### src/rtl/ps2_decode_pkg.sv
// Shared scan constants, prefix-state encoding and the set-2 make-code lookup
// used by the PS/2 scan decoder.
package ps2_decode_pkg;

  localparam logic [7:0] SC_BRK    = 8'hF0;
  localparam logic [7:0] SC_EXT    = 8'hE0;
  localparam logic [7:0] SC_LSHIFT = 8'h12;
  localparam logic [7:0] SC_RSHIFT = 8'h59;
  localparam logic [7:0] SC_ENTER  = 8'h5A;
  localparam logic [7:0] SC_SPACE  = 8'h29;
  localparam logic [7:0] SC_BKSP   = 8'h66;

  typedef enum logic [1:0] {
    ST_IDLE    = 2'd0,
    ST_BRK     = 2'd1,
    ST_EXT     = 2'd2,
    ST_EXT_BRK = 2'd3
  } prefix_state_e;

  // Returns {hit, char}. Enter yields 8'h0D here; the top substitutes its
  // configurable code because a package function cannot see module parameters.
  function automatic logic [8:0] scan_to_char(input logic [7:0] scan, input logic shift);
    logic [8:0] res;
    logic [7:0] up;
    res = 9'h000;
    up  = 8'h00;
    case (scan)
      8'h1C: up = 8'h41;
      8'h32: up = 8'h42;
      8'h21: up = 8'h43;
      8'h23: up = 8'h44;
      8'h24: up = 8'h45;
      8'h2B: up = 8'h46;
      8'h34: up = 8'h47;
      8'h33: up = 8'h48;
      8'h43: up = 8'h49;
      8'h3B: up = 8'h4A;
      8'h42: up = 8'h4B;
      8'h4B: up = 8'h4C;
      8'h3A: up = 8'h4D;
      8'h31: up = 8'h4E;
      8'h44: up = 8'h4F;
      8'h4D: up = 8'h50;
      8'h15: up = 8'h51;
      8'h2D: up = 8'h52;
      8'h1B: up = 8'h53;
      8'h2C: up = 8'h54;
      8'h3C: up = 8'h55;
      8'h2A: up = 8'h56;
      8'h1D: up = 8'h57;
      8'h22: up = 8'h58;
      8'h35: up = 8'h59;
      8'h1A: up = 8'h5A;
      8'h45: res = {1'b1, 8'h30};
      8'h16: res = {1'b1, 8'h31};
      8'h1E: res = {1'b1, 8'h32};
      8'h26: res = {1'b1, 8'h33};
      8'h25: res = {1'b1, 8'h34};
      8'h2E: res = {1'b1, 8'h35};
      8'h36: res = {1'b1, 8'h36};
      8'h3D: res = {1'b1, 8'h37};
      8'h3E: res = {1'b1, 8'h38};
      8'h46: res = {1'b1, 8'h39};
      SC_SPACE: res = {1'b1, 8'h20};
      SC_BKSP:  res = {1'b1, 8'h08};
      SC_ENTER: res = {1'b1, 8'h0D};
      default:  res = 9'h000;
    endcase
    if (up != 8'h00) begin
      res = {1'b1, shift ? up : (up | 8'h20)};
    end
    return res;
  endfunction

endpackage

### src/rtl/ps2_scan_decoder_if.sv
// Scan-byte input and character-output handshake bundle of the PS/2 decoder.
interface ps2_scan_decoder_if #(
  parameter int FIFO_DEPTH = 4
);
  localparam int CNT_W = $clog2(FIFO_DEPTH + 1);

  logic             scan_valid;
  logic [7:0]       scan_ip;
  logic [7:0]       ascii_op;
  logic             ascii_valid;
  logic             ascii_ready;
  logic [CNT_W-1:0] fifo_count;
  logic             overflow;

  modport master (
    output scan_valid, scan_ip, ascii_ready,
    input  ascii_op, ascii_valid, fifo_count, overflow
  );

  modport slave (
    input  scan_valid, scan_ip, ascii_ready,
    output ascii_op, ascii_valid, fifo_count, overflow
  );
endinterface

### src/rtl/ps2_char_fifo.sv
// Show-ahead synchronous FIFO; a push into a full FIFO is accepted when a pop
// happens in the same cycle.
module ps2_char_fifo #(
  parameter int DEPTH = 4,
  parameter int WIDTH = 8,
  parameter int CNT_W = $clog2(DEPTH + 1)
) (
  input  logic             clk,
  input  logic             rst_n,
  input  logic             push_i,
  input  logic [WIDTH-1:0] din_i,
  input  logic             pop_i,
  output logic [WIDTH-1:0] dout_o,
  output logic             full_o,
  output logic             empty_o,
  output logic [CNT_W-1:0] count_o
);
  localparam int PTR_W = $clog2(DEPTH);

  logic [WIDTH-1:0] mem_q [DEPTH];
  logic [PTR_W-1:0] wr_ptr_q, wr_ptr_d;
  logic [PTR_W-1:0] rd_ptr_q, rd_ptr_d;
  logic [CNT_W-1:0] count_q, count_d;
  logic             push_ok, pop_ok;

  assign empty_o = (count_q == '0);
  assign full_o  = (count_q == CNT_W'(DEPTH));
  assign pop_ok  = pop_i && !empty_o;
  assign push_ok = push_i && (!full_o || pop_ok);
  assign dout_o  = mem_q[rd_ptr_q];
  assign count_o = count_q;

  // Pointers wrap naturally because DEPTH is a power of two.
  always_comb begin
    wr_ptr_d = wr_ptr_q;
    rd_ptr_d = rd_ptr_q;
    count_d  = count_q;
    if (push_ok) wr_ptr_d = wr_ptr_q + PTR_W'(1);
    if (pop_ok)  rd_ptr_d = rd_ptr_q + PTR_W'(1);
    case ({push_ok, pop_ok})
      2'b10:   count_d = count_q + CNT_W'(1);
      2'b01:   count_d = count_q - CNT_W'(1);
      default: count_d = count_q;
    endcase
  end

  always_ff @(posedge clk or negedge rst_n) begin
    if (!rst_n) begin
      wr_ptr_q <= '0;
      rd_ptr_q <= '0;
      count_q  <= '0;
      for (int i = 0; i < DEPTH; i++) mem_q[i] <= '0;
    end else begin
      wr_ptr_q <= wr_ptr_d;
      rd_ptr_q <= rd_ptr_d;
      count_q  <= count_d;
      if (push_ok) mem_q[wr_ptr_q] <= din_i;
    end
  end

endmodule

### src/rtl/ps2_scan_decoder.sv
// PS/2 set-2 scan decoder: prefix FSM, make-code translation and character FIFO.
// Optional shift tracking is enabled with the PS2_SHIFT_EN macro.
//
// state      | meaning
// ST_IDLE    | no prefix pending; next byte is a make code
// ST_BRK     | F0 seen; next byte is a released key
// ST_EXT     | E0 seen; next non-prefix byte is dropped
// ST_EXT_BRK | E0 F0 seen; next non-prefix byte is dropped
module ps2_scan_decoder
  import ps2_decode_pkg::*;
#(
  parameter int         FIFO_DEPTH  = 4,
  parameter logic [7:0] ENTER_ASCII = 8'h13
) (
  input logic              clk,
  input logic              rst_n,
  ps2_scan_decoder_if.slave bus
);
  localparam int CNT_W = $clog2(FIFO_DEPTH + 1);

  prefix_state_e    state_q, state_d;
  logic             make_v;
  logic             shift_w;
  logic [8:0]       lut;
  logic [7:0]       char_w;
  logic             push_req, pop_w;
  logic             full_w, empty_w;
  logic [CNT_W-1:0] count_w;
  logic             overflow_q, overflow_d;

  always_comb begin
    state_d = state_q;
    make_v  = 1'b0;
    if (bus.scan_valid) begin
      case (state_q)
        ST_IDLE: begin
          if (bus.scan_ip == SC_BRK)      state_d = ST_BRK;
          else if (bus.scan_ip == SC_EXT) state_d = ST_EXT;
          else                            make_v  = 1'b1;
        end
        ST_BRK: begin
          if (bus.scan_ip == SC_BRK)      state_d = ST_BRK;
          else if (bus.scan_ip == SC_EXT) state_d = ST_EXT_BRK;
          else                            state_d = ST_IDLE;
        end
        ST_EXT: begin
          if (bus.scan_ip == SC_BRK)      state_d = ST_EXT_BRK;
          else if (bus.scan_ip == SC_EXT) state_d = ST_EXT;
          else                            state_d = ST_IDLE;
        end
        ST_EXT_BRK: begin
          if (bus.scan_ip == SC_BRK || bus.scan_ip == SC_EXT) state_d = ST_EXT_BRK;
          else                                                state_d = ST_IDLE;
        end
        default: state_d = ST_IDLE;
      endcase
    end
  end

  always_ff @(posedge clk or negedge rst_n) begin
    if (!rst_n) state_q <= ST_IDLE;
    else        state_q <= state_d;
  end

`ifdef PS2_SHIFT_EN
  logic shift_l_q, shift_l_d, shift_r_q, shift_r_d;
  logic brk_v;

  // Left and right shift are tracked separately so releasing one keeps the other.
  always_comb begin
    shift_l_d = shift_l_q;
    shift_r_d = shift_r_q;
    brk_v     = bus.scan_valid && (state_q == ST_BRK) &&
                (bus.scan_ip != SC_BRK) && (bus.scan_ip != SC_EXT);
    if (make_v && bus.scan_ip == SC_LSHIFT) shift_l_d = 1'b1;
    if (make_v && bus.scan_ip == SC_RSHIFT) shift_r_d = 1'b1;
    if (brk_v && bus.scan_ip == SC_LSHIFT)  shift_l_d = 1'b0;
    if (brk_v && bus.scan_ip == SC_RSHIFT)  shift_r_d = 1'b0;
  end

  always_ff @(posedge clk or negedge rst_n) begin
    if (!rst_n) begin
      shift_l_q <= 1'b0;
      shift_r_q <= 1'b0;
    end else begin
      shift_l_q <= shift_l_d;
      shift_r_q <= shift_r_d;
    end
  end

  assign shift_w = shift_l_q | shift_r_q;
`else
  assign shift_w = 1'b1;
`endif

  assign lut      = scan_to_char(bus.scan_ip, shift_w);
  assign char_w   = (bus.scan_ip == SC_ENTER) ? ENTER_ASCII : lut[7:0];
  assign push_req = make_v && lut[8];
  assign pop_w    = !empty_w && bus.ascii_ready;

  assign overflow_d = overflow_q | (push_req && full_w && !pop_w);

  always_ff @(posedge clk or negedge rst_n) begin
    if (!rst_n) overflow_q <= 1'b0;
    else        overflow_q <= overflow_d;
  end

  ps2_char_fifo #(
    .DEPTH (FIFO_DEPTH),
    .WIDTH (8),
    .CNT_W (CNT_W)
  ) u_fifo (
    .clk     (clk),
    .rst_n   (rst_n),
    .push_i  (push_req),
    .din_i   (char_w),
    .pop_i   (pop_w),
    .dout_o  (bus.ascii_op),
    .full_o  (full_w),
    .empty_o (empty_w),
    .count_o (count_w)
  );

  assign bus.ascii_valid = !empty_w;
  assign bus.fifo_count  = count_w;
  assign bus.overflow    = overflow_q;

endmodule

### src/flat_wrapper.sv
// flat-port wrapper written by rule: the top's interface ports become plain ports
module ps2_scan_decoder_flat import ps2_decode_pkg::*;
#(
  parameter int         FIFO_DEPTH  = 4,
  parameter logic [7:0] ENTER_ASCII = 8'h13
)
  (clk, rst_n, bus_scan_valid, bus_scan_ip, bus_ascii_ready, bus_ascii_op, bus_ascii_valid, bus_fifo_count, bus_overflow);
  ps2_scan_decoder_if #(.FIFO_DEPTH(FIFO_DEPTH)) bus_i ();
  input logic clk;
  input logic rst_n;
  input wire logic [$bits(bus_i.scan_valid)-1:0] bus_scan_valid;
  input wire logic [$bits(bus_i.scan_ip)-1:0] bus_scan_ip;
  input wire logic [$bits(bus_i.ascii_ready)-1:0] bus_ascii_ready;
  output wire logic [$bits(bus_i.ascii_op)-1:0] bus_ascii_op;
  output wire logic [$bits(bus_i.ascii_valid)-1:0] bus_ascii_valid;
  output wire logic [$bits(bus_i.fifo_count)-1:0] bus_fifo_count;
  output wire logic [$bits(bus_i.overflow)-1:0] bus_overflow;
  assign bus_i.scan_valid = bus_scan_valid;
  assign bus_i.scan_ip = bus_scan_ip;
  assign bus_i.ascii_ready = bus_ascii_ready;
  assign bus_ascii_op = bus_i.ascii_op;
  assign bus_ascii_valid = bus_i.ascii_valid;
  assign bus_fifo_count = bus_i.fifo_count;
  assign bus_overflow = bus_i.overflow;
  ps2_scan_decoder #(.FIFO_DEPTH(FIFO_DEPTH), .ENTER_ASCII(ENTER_ASCII)) u_core (.clk(clk), .rst_n(rst_n), .bus(bus_i));
endmodule
### config.mk
export PLATFORM = sky130hd
export DESIGN_NAME = ps2_scan_decoder_flat
export DESIGN_NICKNAME = d
export VERILOG_FILES = /design/src/rtl/ps2_decode_pkg.sv /design/src/rtl/ps2_scan_decoder_if.sv /design/src/rtl/ps2_char_fifo.sv /design/src/rtl/ps2_scan_decoder.sv /design/src/flat_wrapper.sv
export SDC_FILE = /design/constraint.sdc
export NUM_CORES = 1
export LEC_CHECK = 0
export CAP_MARGIN = 20
export CORE_ASPECT_RATIO = 0.7
export CORE_MARGIN = 4
export CORE_UTILIZATION = 45
export DETAILED_ROUTE_END_ITERATION = 12
export PLACE_DENSITY_LB_ADDON = 0.15
export SYNTH_ARGS = -nofsm -noshare
export SYNTH_HDL_FRONTEND = slang
export SYNTH_SLANG_ARGS = --single-unit
### constraint.sdc
create_clock -name clk -period 2.9 [get_ports clk]
set_clock_uncertainty 0.2 [all_clocks]
set_input_delay 0.58 -clock clk [delete_from_list [all_inputs] [get_ports clk]]
set_output_delay 0.58 -clock clk [all_outputs]
set_load 0.02 [all_outputs]
* Yosys cells after proc, flatten, opt, wreduce, memory -nomap -nowiden
Index checks and enable logic that the tools add are counted.
** Storage, ports and cells
- Bits in registers :: 42
- Bits of input ports :: 12
- Output and inout port bits :: 13
- Word-level logic and storage cells :: 107
** Cells by class
- Add/subtract/negate cells :: 4
- Order comparisons :: 3
- Equal/unequal tests :: 48
- Multiplexer cells :: 23
- Bitwise logic cells :: 3
- Reduce and logical (&&, ||, !) cells :: 17
** Operators with widths (count)
- $eq A8 B6 Y1 const B :: 23
- $pmux W7 S26 :: 1
- $pmux W9 S13 :: 1
- $eq A8 B7 Y1 const B :: 9
- $eq A8 B5 Y1 const B :: 7
- $bwmux W32 :: 1
- $mux W8 :: 4
- $bmux W8 S2 :: 1
- $demux W8 S2 :: 1
- $eq A8 B8 Y1 const B :: 2
- $mux W2 :: 7
- $mux W9 :: 1
- $pmux W2 S4 :: 1
- $reduce_bool A8 Y1 :: 1
- $logic_and A1 B1 Y1 :: 7
- $eq A2 B2 Y1 const B :: 3
- $ge A3 B3 Y1 const B :: 2
- $not A2 Y3 :: 2
- $pmux W3 S2 :: 1
- $add A2 B1 Y2 const B :: 2
- $eq A2 B1 Y1 const B :: 2
- $mux W1 :: 4
- $add A3 B1 Y3 const B :: 1
- $eq A3 B3 Y1 const B :: 1
- other kinds (10) :: 13

* Logic depth before layout (Yosys ltp)
- Depth after elaboration :: 9
- Gate-level depth with buffers :: 15
- Gate-level depth less buffers :: 12

* Cells and area by module
Synthesis repeated with hierarchy kept, for this count alone.
** Unflattened totals
- Cells, all modules :: 267
- Area, all modules :: 2808.9 µm²
** By module, submodules not included
- ps2_char_fifo :: times used 1, cells each 115, area each 1801.7 µm², seq. area each 975.9 µm²
- ps2_scan_decoder :: times used 1, cells each 152, area each 1007.2 µm², seq. area each 75.1 µm²

* Worst setup path after synthesis
OpenSTA, ideal clock, no wires.
- Path type :: input port to flip-flop
- From :: in bus_scan_ip[3]
- To :: reg u_core.u_fifo.count_q[2], in the netlist u_core.u_fifo.count_o[2]
- Setup time :: 0.080 ns
- Arrival time :: 3.064 ns
- Data required time :: 2.620 ns
- Path slack :: -0.444 ns
- Stages :: 14
- Buffers on the path :: 2
- Cells stage by stage :: buf_2 -> buf_2 -> nor2b_1 -> a22oi_1 -> o32ai_1 -> nor3b_4 -> a31oi_2 -> inv_1 -> ha_1 -> inv_1 -> fa_1 -> xor2_1 -> nor2_1 -> xor2_1
** On the way
- Longest elaborated chain between the ends :: 9
- Elaborated cells on any way between the ends :: 55
- Those cells by class :: eq/ne (43); mux (8); reduce/logical (4)
** Ends and longest elaborated chain
- start: declaration :: RTL line flat_wrapper.sv:12 : input wire logic [$bits(bus_i.scan_ip)-1:0] bus_scan_ip;
- branches (longest 5 deep; another with $pmux W7 S26)
- $logic_and A1 B1 Y1 * :: RTL line ps2_scan_decoder.sv:98 : assign push_req = make_v && lut[8];
- $logic_and A1 B1 Y1 * :: RTL line ps2_char_fifo.sv:29 : assign push_ok = push_i && (!full_o || pop_ok);
- $eq A2 B1 Y1 or $eq A2 B2 Y1 (tied branches) :: RTL line ps2_char_fifo.sv:40 : case ({push_ok, pop_ok})
- $pmux W3 S2 or $reduce_bool A2 Y1 (tied branches)
- end signal: assignment :: RTL line ps2_char_fifo.sv:56 : count_q <= count_d;
- end: declaration :: RTL line ps2_char_fifo.sv:23 : logic [CNT_W-1:0] count_q, count_d;
Every way passes the cells marked *.
A chain may end at the register's enable or synchronous reset.

* Worst setup path after layout
- From :: in bus_scan_ip[4]
- To :: reg u_core.u_fifo.count_q[2], in the netlist u_core.u_fifo.count_o[2]
The elaborated chain is that of the path after synthesis.

==> metrics.md <==
| Metric | Value |
|---|---|
| Unrepaired setup endpoints after global routing | yes |
| Mean Syn Cell Area | 10.07 µm² |
| Vias in the first global route | 2535 |
| Crit path capture | u_core.u_fifo.count_o[2] |
| PD cells | 550.5 mW/mm² |
| Relative slew margins | 44.05% |
| Core Rows | 23 |
| Initial Util | 47.29% |
| Post-route ant nets | 0 |
| Fill count | 450 |
| DRC viols | 0 |
| Max Clock Freq | roughly 340 MHz |
| Core Footprint | about 0.0058 mm² |
| Pleak | 0.001767 µW |
| Vias after detailed routing | 2595 |
| WL final | 8063 µm |
| YS warnings | 0 |
| Final worst setup slack | -0.01996 ns |
| Post-synth top area share | between 30% and 40% |
| HPWL after DPL | between 5000 and 6000 µm |
| Most frequent cells in the layout | buf_4 (76), dfrtp_1 (37), mux2_2 (20) |
| FF-to-FF Start | u_core.u_fifo.count_o[0] |
| Seq/Total Area, Yosys | 34.59% |
| Logic pwr share | 37.6% |
| Final Hold Fails | 0 |
| Switching share of power | 32.94% |
| Setup crit end kind | flip-flop |
| Non-Filler Instances | 444 |
| Share of layout cells above drive strength 1 | 44.44% |
| DR WL/cell | 18.16 µm |
| Starting DRT DRC Count | 242 |
| Diode count | 0 |
| Top FF cell, synth | dfrtp_1 |
| Die width | 101.4 µm |
| Post-synth cell types | 60 |
| Synth area leader | dfrtp_1 |
| Crit start category | input pin |
| Hold Slack | 0.1858 ns |
| Sink Count | 38 |
| Total track usage | 23.25% |
| First-pass GRT wire length | around 13000 µm |
| Largest net degree at the start of global routing | 39 |
| EDFF count, synth | 0 |
| Syn Nets | 291 |
| Setup crit start | bus_scan_ip[4] |
| Leading post-synthesis cells by cell area | dfrtp_1 (35%), mux2_2 (8.2%), mux4_2 (5.7%) |
| Num CTS Buffers | 5 |
| Sequential power share | 36.2% |
| Buffer depth of the longest clock path | 2 |
| Max-slew violation count | 0 |
| Placed Cells | between 400 and 500 |
| Commonest non-fill, non-tap cell in the layout | buf_4 |
| R2r setup slk | 0.36 ns |
| Die height | 73.39 µm |
| Tmin final | 2.920 ns |
| # IOs | 25 |
| Max-cap violations | 0 |
| Post-route clock period utilization | 100.7% |
| Cells after Synth | 273 |
| Crit path max fanout | 5 |
| Die Footprint | 0.007443 mm² |
| Worst reg2reg path endpoint | u_core.u_fifo.count_o[2] |
| GPL Wtd Cong | 0.9963 |
| Initial antenna violation count | 0 |
| Synth-to-Final Area Change | 42.47% |
| Failing checks | negative setup slack |
| Setup violators final | 1 |
| Worst hold path class | in2async |
| Grt ovf | 0 |
| H-tree depth | 2 |
| Critical path arrival | 2.94 ns |
| Synth Register Bits | 38 |
| CTS root buf | clkbuf_8 |
| Mapped Area | 0.002749 mm² |
| Least-Margin Pin Slew | 0.8392 ns |
| Pre-Repair DR Iteration Count | 4 |
| Clock power frac | a little over a quarter |
| CTS tree | yes |
| Worst EP required | 2.92 ns |
| Via/cell ratio | 5.845 |
| Count of input and output buffers | 23 |
| Net switching power | about 700 µW |
| Reg2Reg Depth | 12 |
| Peak VDD IR | 0.5002 mV |
| PnR Total Power | 2156 µW |
| FFs w/ async S/R, synth | 100.0% |
| Worst-Skew Late Latency | 0.29 ns |
| CTS clk-pin slew, worst paths | 0.08 ns |
| Nets | 386 |
| Status | finished with violations |
| Crit Path Class | in2reg |
| Internal Power | 1446 µW |
| CTS Hold Bufs | 0 |
==> synthesized netlist by cell type, types with 2 or more instances <==
library cell  instances
xor2_1                4
inv_1                14
nor3b_1               5
nand2b_1              7
o211a_1               2
nand4b_1              2
o21a_1                3
and3_1                2
dfrtp_1              38
nor3_1                2
mux2_2               20
and3b_1               4
nor4b_1               5
buf_2                 9
nor2b_1               7
o32ai_1               3
buf_4                 3
clkbuf_1              6
nor2_1                9
and2_1                3
ha_1                  5
a22oi_1               2
o211ai_1              2
a31oi_4               4
a32oi_1               2
mux2i_1               7
xnor2_1               5
a31oi_1               4
nand2_1              18
a21oi_1               9
mux4_2                7
buf_1                 2
nand3_1               9
o21ai_0              19
nand4_1               5
==> layer usage <==
layer	wire length [µm]	part of all wire [%]	global-route usage, %
met1	3859	48	34.75
met2	3383	42	32.83
met3	748	9.3	7.970
met4	71	0.88	3.982
met5	0	0	0
==> kinds of logic after synthesis <==
| group | count (synthesis) | share of synthesized area, % |
|---|---|---|
| adders and majority gates | 6 | 3.004 |
| other | 1 | 0.1364 |
| and+or+nand+nor | 86 | 19.12 |
| buffers and inverters | 35 | 5.871 |
| muxes | 35 | 16.89 |
| xor gates and xnor gates | 9 | 2.867 |
| AOI/OAI and AO/OA | 63 | 17.52 |
| DFF | 38 | 34.59 |
==> state kept, by name (all words and copies together) (netlist names) <==
name and flops:
u_core.u_fifo.count_o 3, u_core.u_fifo.mem_q 28, u_core.bus.overflow 1, u_core.state_q 2, u_core.u_fifo.wr_ptr_q 2, u_core.u_fifo.rd_ptr_q 2
==> through the flow <==
stage,worst slack (ns),area (µm²),TNS (ns),util [%]
6_report,-0.01996,3916,-0.01996,67.37
5_1_grt,-0.1276,3916,-0.1618,67.37
4_1_cts,-0.04168,3870,-0.04168,66.57
3_5_place_dp,-0.9128,3556,-15.48,61.17
3_3_place_gp,-0.9246,3556,-17.16,61.17
2_1_floorplan,-0.3472,2819,-0.5688,-
==> area by class of cell <==
type,count,area (µm²),area share (%)
multi-input combinational,200,1788,45.65
sequential,38,952.2,24.31
timing repair buffer,109,887.1,22.65
tap,75,93.84,2.396
clock buffer,6,82.58,2.109
clock inverter,2,60.06,1.534
inverter,14,52.55,1.342
==> how the worst min path moves through the flow <==
stage / from / cells after the start / endpoint
2_1_floorplan: rst_n / 0 / u_core.bus.overflow
3_3_place_gp: u_core.bus.overflow / 1 / u_core.bus.overflow
3_5_place_dp: u_core.bus.overflow / 1 / u_core.bus.overflow
4_1_cts: rst_n / 1 / u_core.u_fifo.mem_q[20]
5_1_grt: rst_n / 1 / u_core.u_fifo.mem_q[19]
6_report: rst_n / 1 / u_core.u_fifo.mem_q[24]
==> worst max-delay path, cell delays in order <==
cell     delay (ns)
buf_2          0.11
buf_6          0.13
buf_6          0.12
xnor2_2        0.13
buf_4          0.14
mux2i_1        0.12
a21oi_2        0.22
o211a_1        0.24
a31oi_4        0.11
inv_1          0.07
ha_2           0.18
inv_2          0.04
fa_2           0.33
xor2_1         0.15
nor2_1         0.12
xor2_1         0.15
==> repair_timing <==
action	4_1_cts	5_1_grt
setup buffers	8	2
pin swaps	16	4
cloned	3	0
endpoints found under the setup margin	31	22
gates resized for setup	51	14
==> power groups by stage <==
| stage | Clock, µW | Combinational, µW | Sequential (µW) |
|---|---|---|---|
| 2_1_floorplan | 0 | 493 | 744 |
| 6_report | 565 | 810 | 781 |
| 5_1_grt | 593 | 877 | 803 |
| 3_3_place_gp | 0 | 758 | 782 |
| 3_5_place_dp | 0 | 774 | 791 |
| 4_1_cts | 575 | 804 | 782 |
Note: power is estimated with default switching activity, not from simulation.
